File: src/rtl/quad_sched.sv
// rtl/quad_sched.sv - round-robin scheduler feeding a shared sum-of-squares datapath, tagged result FIFO
// Optional issue/stall counters are compiled in when QUAD_SCHED_STATS_EN is defined.
module quad_sched #(
  parameter int NREQ  = 4,
  parameter int LAT   = 2,
  parameter int DEPTH = 4
) (
  input  logic                    clk,
  input  logic                    rstn,
  input  logic [NREQ-1:0]         req_valid,
  output logic [NREQ-1:0]         req_ready,
  input  logic [NREQ*14-1:0]      req_a,
  input  logic [NREQ*14-1:0]      req_b,
  output logic [13:0]             dp_a,
  output logic [13:0]             dp_b,
  input  logic [28:0]             dp_c,
  output logic                    res_valid,
  input  logic                    res_ready,
  output logic [28:0]             res_data,
`ifdef QUAD_SCHED_STATS_EN
  output logic [15:0]             stat_issued,
  output logic [15:0]             stat_stall,
`endif
  output logic [$clog2(NREQ)-1:0] res_tag
);
  localparam int TW = $clog2(NREQ);
  localparam int PW = $clog2(DEPTH);
  localparam int OW = PW + 1;

  logic [TW-1:0]  last_grant;
  logic [TW-1:0]  grant_idx;
  logic           grant_found;
  logic           issue;
  logic           pop;
  logic           wr_en;
  logic [OW-1:0]  occ;
  logic [OW-1:0]  stored;
  logic [PW-1:0]  wr_ptr;
  logic [PW-1:0]  rd_ptr;
  logic [LAT-1:0] pipe_valid;
  logic [TW-1:0]  pipe_tag [LAT];
  logic [28:0]    mem_data [DEPTH];
  logic [TW-1:0]  mem_tag  [DEPTH];

  // Search starts one past the last grant; k = NREQ wraps back to last_grant itself.
  always_comb begin
    grant_found = 1'b0;
    grant_idx   = '0;
    for (int k = 1; k <= NREQ; k++) begin
      if (!grant_found && req_valid[last_grant + TW'(k)]) begin
        grant_found = 1'b1;
        grant_idx   = last_grant + TW'(k);
      end
    end
  end

  // Credit uses occ as registered at the start of the cycle, so a same-cycle pop frees nothing yet.
  assign issue     = rstn && grant_found && (occ < OW'(DEPTH));
  assign req_ready = issue ? (NREQ'(1) << grant_idx) : '0;
  assign dp_a      = issue ? req_a[32'(grant_idx) * 14 +: 14] : '0;
  assign dp_b      = issue ? req_b[32'(grant_idx) * 14 +: 14] : '0;

  assign wr_en     = pipe_valid[LAT-1];
  assign res_valid = (stored != '0);
  assign pop       = res_valid && res_ready;
  assign res_data  = mem_data[rd_ptr];
  assign res_tag   = mem_tag[rd_ptr];

  always_ff @(posedge clk or negedge rstn) begin
    if (!rstn) begin
      last_grant <= TW'(NREQ - 1);
      occ        <= '0;
      stored     <= '0;
      wr_ptr     <= '0;
      rd_ptr     <= '0;
      pipe_valid <= '0;
      for (int i = 0; i < LAT; i++) pipe_tag[i] <= '0;
    end else begin
      if (issue) last_grant <= grant_idx;
      occ    <= occ + OW'(issue) - OW'(pop);
      stored <= stored + OW'(wr_en) - OW'(pop);
      if (wr_en) wr_ptr <= wr_ptr + PW'(1);
      if (pop)   rd_ptr <= rd_ptr + PW'(1);
      pipe_valid[0] <= issue;
      pipe_tag[0]   <= grant_idx;
      for (int i = 1; i < LAT; i++) begin
        pipe_valid[i] <= pipe_valid[i-1];
        pipe_tag[i]   <= pipe_tag[i-1];
      end
    end
  end

  // Storage needs no reset: entries are only visible through the reset-cleared count.
  always_ff @(posedge clk) begin
    if (wr_en) begin
      mem_data[wr_ptr] <= dp_c;
      mem_tag[wr_ptr]  <= pipe_tag[LAT-1];
    end
  end

`ifdef QUAD_SCHED_STATS_EN
  always_ff @(posedge clk or negedge rstn) begin
    if (!rstn) begin
      stat_issued <= '0;
      stat_stall  <= '0;
    end else begin
      if (issue && stat_issued != 16'hFFFF)
        stat_issued <= stat_issued + 16'd1;
      if ((|req_valid) && !issue && stat_stall != 16'hFFFF)
        stat_stall <= stat_stall + 16'd1;
    end
  end
`endif

endmodule

File: config.mk
export PLATFORM = sky130hd
export DESIGN_NAME = quad_sched
export DESIGN_NICKNAME = d
export VERILOG_FILES = /design/src/rtl/quad_sched.sv
export SDC_FILE = /design/constraint.sdc
export NUM_CORES = 1
export LEC_CHECK = 0
export CORE_AREA = 2 2 119 144
export DETAILED_ROUTE_END_ITERATION = 16
export DIE_AREA = 0 0 121 146
export GPL_TIMING_DRIVEN = 0
export PLACE_DENSITY = 0.76
export SYNTH_ARGS = -nofsm -noshare
export SYNTH_HDL_FRONTEND = slang
export SYNTH_SLANG_ARGS = --single-unit
export TNS_END_PERCENT = 100
File: constraint.sdc
create_clock -name clk -period 3.1 [get_ports clk]
set_clock_uncertainty 0.05 [all_clocks]
set_input_delay 0.775 -clock clk [delete_from_list [all_inputs] [get_ports clk]]
set_output_delay 0.775 -clock clk [all_outputs]
set_load 0.01 [all_outputs]
[Word level (Yosys, flattened, before mapping)]
Memories as Yosys holds them, arrays and structs flattened.
Index checks and enable logic that the tools add are counted.
W data, S select, Z words.
Storage, ports and cells
  bits in registers: 18
  bits in latches: 0
  memory bits (writable): 124
  memory bits (read-only): 0
  logic and storage cells: 59
  memories kept: 2
Operators by class
  add/sub/neg operators: 9
  multiply operators: 1
  divide/modulo/power cells: 0
  magnitude comparators: 5
  eq/ne operators: 0
  shift operators: 3
  multiplexer cells: 21
  bitwise gates (word level): 0
  reductions and logical operators: 10
Memory list
  mem_data: depth 4, width 29, rd ports 1, clocked after Yosys merged registers in 0, write ports 1, RTL line 42  | logic [28:0] mem_data [DEPTH];
  mem_tag: depth 4, width 2, rd ports 1, clocked after Yosys merged registers in 0, write ports 1, RTL line 43  | logic [TW-1:0] mem_tag [DEPTH];
Operator list (number)
  $shiftx A56 B7 Y14: 2
  $mux W14: 2
  $lt A2 B3 Y1 const B: 4
  $mux W1: 10
  $bmux W1 S2: 4
  $mux W2: 4
  $add A2 B1 Y2 const B: 3
  $add A3 B1 Y3: 2
  $logic_and A1 B1 Y1: 6
  $sub A3 B1 Y3: 2
  $mul A2 B3 Y5 const B: 1
  $add A2 B2 Y2 const B: 2
  $mux W4: 1
  $shl A1 B2 Y4 const A: 1
  $logic_not A1 Y1: 3
  $lt A3 B3 Y1 const B: 1
  $reduce_bool A3 Y1: 1

[Longest topological paths before layout]
  word-level depth: 17
  mapped depth: 8

[Worst setup path before layout]
Ideal clock, no wire load.
  kind: input port to output port
  start point: in req_valid[3]
  end point: out dp_a[10]
  data arrival time: 1.814 ns
  data required time: 2.275 ns
  setup slack: 0.461 ns
  stages on the path: 7
  path buffers: 2
  path through: nor2b_1 o21ai_1 a311oi_2 buf_4 buf_6 mux2i_1 o22ai_2
On the way
  longest elaborated chain between the ends: 15
  elaborated cells between the ends (all ways): 27
  classes of those cells: mul (1); shift (1); mux (17); reduce/logical (8)
Ends and longest elaborated chain
  from (decl): RTL line 10  | input logic [NREQ-1:0] req_valid,
  $bmux W1 S2: RTL line 50  | if (!grant_found && req_valid[last_grant + TW'(k)]) begin
  $mux W1 (not written as such): RTL line 50
  $mux W1: RTL line 50
  $logic_not A1 Y1: RTL line 50
  $logic_and A1 B1 Y1: RTL line 50
  $mux W1: RTL line 50
  $logic_not A1 Y1: RTL line 50
  $logic_and A1 B1 Y1: RTL line 50
  $mux W1: RTL line 50
  $logic_not A1 Y1: RTL line 50
  $logic_and A1 B1 Y1: RTL line 50
  $mux W2 or $mux W1 (tied branches): RTL line 50
  $mul A2 B3 Y5 or $logic_and A1 B1 Y1 (tied branches): RTL line 60, 58
  $shiftx A56 B7 Y14 or $logic_and A1 B1 Y1 (tied branches): RTL line 60, 58
  $mux W14 *: RTL line 60  | assign dp_a = issue ? req_a[32'(grant_idx) * 14 +: 14] : '0;
  to (decl): RTL line 14  | output logic [13:0] dp_a,
Every way passes the cells marked *; elsewhere a longest branch is shown, timed or not. The select of a mux whose other input is x is not followed.

[Final worst setup path]
  start point: reg last_grant[1]
  end point: out dp_b[8]
On the way
  longest elaborated chain between the ends: 16
  elaborated cells between the ends (all ways): 30
  classes of those cells: add/sub (3); mul (1); shift (1); mux (17); reduce/logical (8)
Ends and longest elaborated chain
  from (decl): RTL line 30  | logic [TW-1:0] last_grant;
  from (signal assigned): RTL line 71  | last_grant <= TW'(NREQ - 1);
  from (signal assigned): RTL line 79  | if (issue) last_grant <= grant_idx;
  $add A2 B1 Y2: RTL line 50
  $bmux W1 S2: RTL line 50
  $mux W1 (not written as such): RTL line 50
  $mux W1: RTL line 50
  $logic_not A1 Y1: RTL line 50
  $logic_and A1 B1 Y1: RTL line 50
  $mux W1: RTL line 50
  $logic_not A1 Y1: RTL line 50
  $logic_and A1 B1 Y1: RTL line 50
  $mux W1: RTL line 50
  $logic_not A1 Y1: RTL line 50
  $logic_and A1 B1 Y1: RTL line 50
  $mux W2 *: RTL line 50
  net grant_idx[0]: RTL line 31  | logic [TW-1:0] grant_idx;
  $mul A2 B3 Y5 *: RTL line 61  | assign dp_b = issue ? req_b[32'(grant_idx) * 14 +: 14] : '0;
  $shiftx A56 B7 Y14 *: RTL line 61
  $mux W14 *: RTL line 61
  to (decl): RTL line 15  | output logic [13:0] dp_b,
Mark *: on every way through the listed nets, which the timed path passes. The rest lies on a longest branch. The select of a mux whose other input is x is not followed.

==> reports/results.ini <==
[timing]
hold_viol=0
slew_headroom_pct=43.5
fmax_ghz=0.314
maxSlewViolCount=0
rsz0062_at_grt=yes
worstMarginPinSlew_ns=0.847
timing.final.ws_setup_ns=-0.0831
holdWs_ns=0.181
setup_viol=25
period_share_pct=103
fin_crit_ns=3.18

[synth]
async_flop_share_pct=12.7
yosysMostFrequentCell=edfxtp_1
synth.avg_cell_area_sq_um=18.4
synth_top_area_cell=edfxtp_1
syn_area_sq_mm=0.00637
ys_seq_area_share_pct=65.5
synth_edf_count=124
yosysTopAreaCellShare_pct=58.4
synth_flop_cell=edfxtp_1
ys_seq_elements=142
yosysWarnings=0
syn_inst=346
synth_fp_nets=504
synth_area_leaders=edfxtp_1 58%, mux4_2 11%, mux2i_1 8.9%, dfrtp_1 6.3%, o22ai_2 3.5%
synthDistinctLibCells=36
ys_top_cells_by_count=124 x edfxtp_1, 57 x mux2i_1, 31 x mux4_2, 18 x o22ai_2, 16 x dfrtp_1

[layout]
fin_util_pct=62.2
nFillCells=1142
finalNetCount=755
area_delta_synth_final_pct=57.5
finalNonFillerCells=825
drive_gt1_share_pct=34.8

[hold_path]
min_path_type=in -> async

[status]
violations=negative setup slack
status=finished, violations left

[grt]
antenna_found_initial=2
grt_pass1_wl_microns=25800
gr-total-overflow=0
grt_max_degree=32
grt_pass1_vias=4689
track_usage_pct=19.8

[clock_tree]
cts.sinks=142
cts_tree=yes
ctsHoldBuffers=0
cts.clk_slew.worst_paths_ns=0.06
clk_path_buf_depth=2
cts_buffers=17
clkLatencyLatePin_ns=0.41
htreeDepth=4
cts_root_buffer=clkbuf_16

[detailed_routing]
ant_nets=0
wl_per_cell_microns=21.2
first_pass_iters=4
routed_wl_microns=17500
vias_per_cell=5.11
post-route-drc-count=0
drtIter0Drc=202
vias=4216

[setup_path]
crit_path_end_kind=output pin
crit_fanout=10
cp.arrival_ns=2.36
r2r_start=stored[1]
criticalPathCategory=reg -> out
start_kind=flip-flop
worstPathRequired_ns=2.27
cp-startpoint=last_grant[1]

[floorplanning]
num_io_pins=212
row_count=51
core-area_sq_mm=0.0161
die_h_microns=146
fp.dieArea_sq_mm=0.0177
start_util_pct=39.5
fp.dieW_microns=121

[placement]
numPortBuffers=211
hpwl_microns=12300
placed_cells=769
gp_congestion=0.809

[flow_run]
max-cap-violations=0

[power]
p_per_area_mw_per_mm2=849
vdd_ir_drop_max_v=0.000490
p_leak_nw=3.66

## routing by layer
metal / wire [microns] / vias up / track usage [%] / part of all wire, %
li1: - / 1896 / - / -
met1: 6100 / 2068 / 22.6 / 35
met2: 9240 / 228 / 35.1 / 53
met3: 1690 / 24 / 5.68 / 9.7
met4: 417 / 0 / 6.92 / 2.4
met5: 0 / - / 0 / 0
## logic make-up after synthesis
group	count (synthesis)	share of synthesized area, %
adder cells (fa/ha/maj)	10	2.20
XOR/XNOR	7	0.962
buffers and inverters	32	3.30
AND/OR/NAND/NOR	28	2.32
AO/OA/AOI/OAI	39	5.81
flip-flops	142	65.5
multiplexers	88	19.9
## layout make-up
type | instances | area [sq um] | share of cell area (%)
Antenna cell | 3 | 7.51 | 0.0748
Timing Repair Buffer | 235 | 2330 | 23.2
Inverter | 11 | 41.3 | 0.411
Tap cell | 212 | 265 | 2.64
Buffer | 18 | 254 | 2.53
Multi-Input combinational cell | 172 | 2340 | 23.3
Sequential cell | 142 | 4180 | 41.6
Clock inverter | 14 | 193 | 1.92
Clock buffer | 18 | 429 | 4.27
## power by group
part	leakage, nW	switching, mW	internal [mW]
registers	1.34	0.159	2.46
clock network	0.296	0.739	1.35
logic	2.03	1.62	2.20
total	3.66	2.52	6.00
## what timing repair did
| item | in CTS | in global routing |
|---|---|---|
| cloned | 4 | 3 |
| resized for setup | 221 | 46 |
| pin swaps | 9 | 9 |
| buffers inserted | 14 | 3 |
| endpoints found under the setup margin | 61 | 45 |
## placed cells by master (no fill, tap or decap), drive strengths merged, types with 4 or more instances in the layout
cell and instances:
and2 5, buf 74, bufinv 4, clkbuf 22
clkdlybuf4s50 174, clkinv 6, dfrtp 16, edfxtp 124
ha 8, inv 12, mux2i 57, mux4 31
nand2 8, nor2 6, o21ai 4, o22ai 28
xnor2 5
## sequential cells by signal (all words and copies together), names as in the netlist
name / flops
occ: 3
stored: 3
mem_data: 116
mem_tag: 8
pipe_valid: 2
pipe_tag: 4
rd_ptr: 2
wr_ptr: 2
last_grant: 2
## per-stage QoR
step	setup WS (ns)	setup TNS, ns	cell area [sq um]	power, mW
5_1_grt	-0.167	-3.62	10000	8.90
6_report	-0.0831	-0.961	10000	8.52
4_1_cts	-0.0790	-1.04	9730	8.34
3_5_place_dp	-1.56	-44.33	8760	5.78
2_1_floorplan	0.461	0	6370	4.43
3_3_place_gp	-1.52	-42.50	8750	5.70
## worst paths after layout
check	depth (start not counted)	slack, ns	end
min in group clk	0	0.30	pipe_tag[0]
worst max-delay path	9	-0.08	dp_b[8]
worst min register to register	0	0.30	pipe_tag[0]
worst max register to register	8	0.71	occ[2]
max in group asynchronous	1	2.55	last_grant[0]
worst min-delay path	1	0.18	stored[2]
## worst max-delay path, stage by stage (launching register included)
cell      delay [ns]
dfstp_2         0.60
buf_4           0.14
nand2b_4        0.11
a21oi_2         0.06
o221ai_2        0.24
nand2_2         0.13
buf_8           0.17
buf_6           0.16
o22ai_2         0.14
buf_2           0.18
No activity file was read; power rests on OpenSTA's default activity.
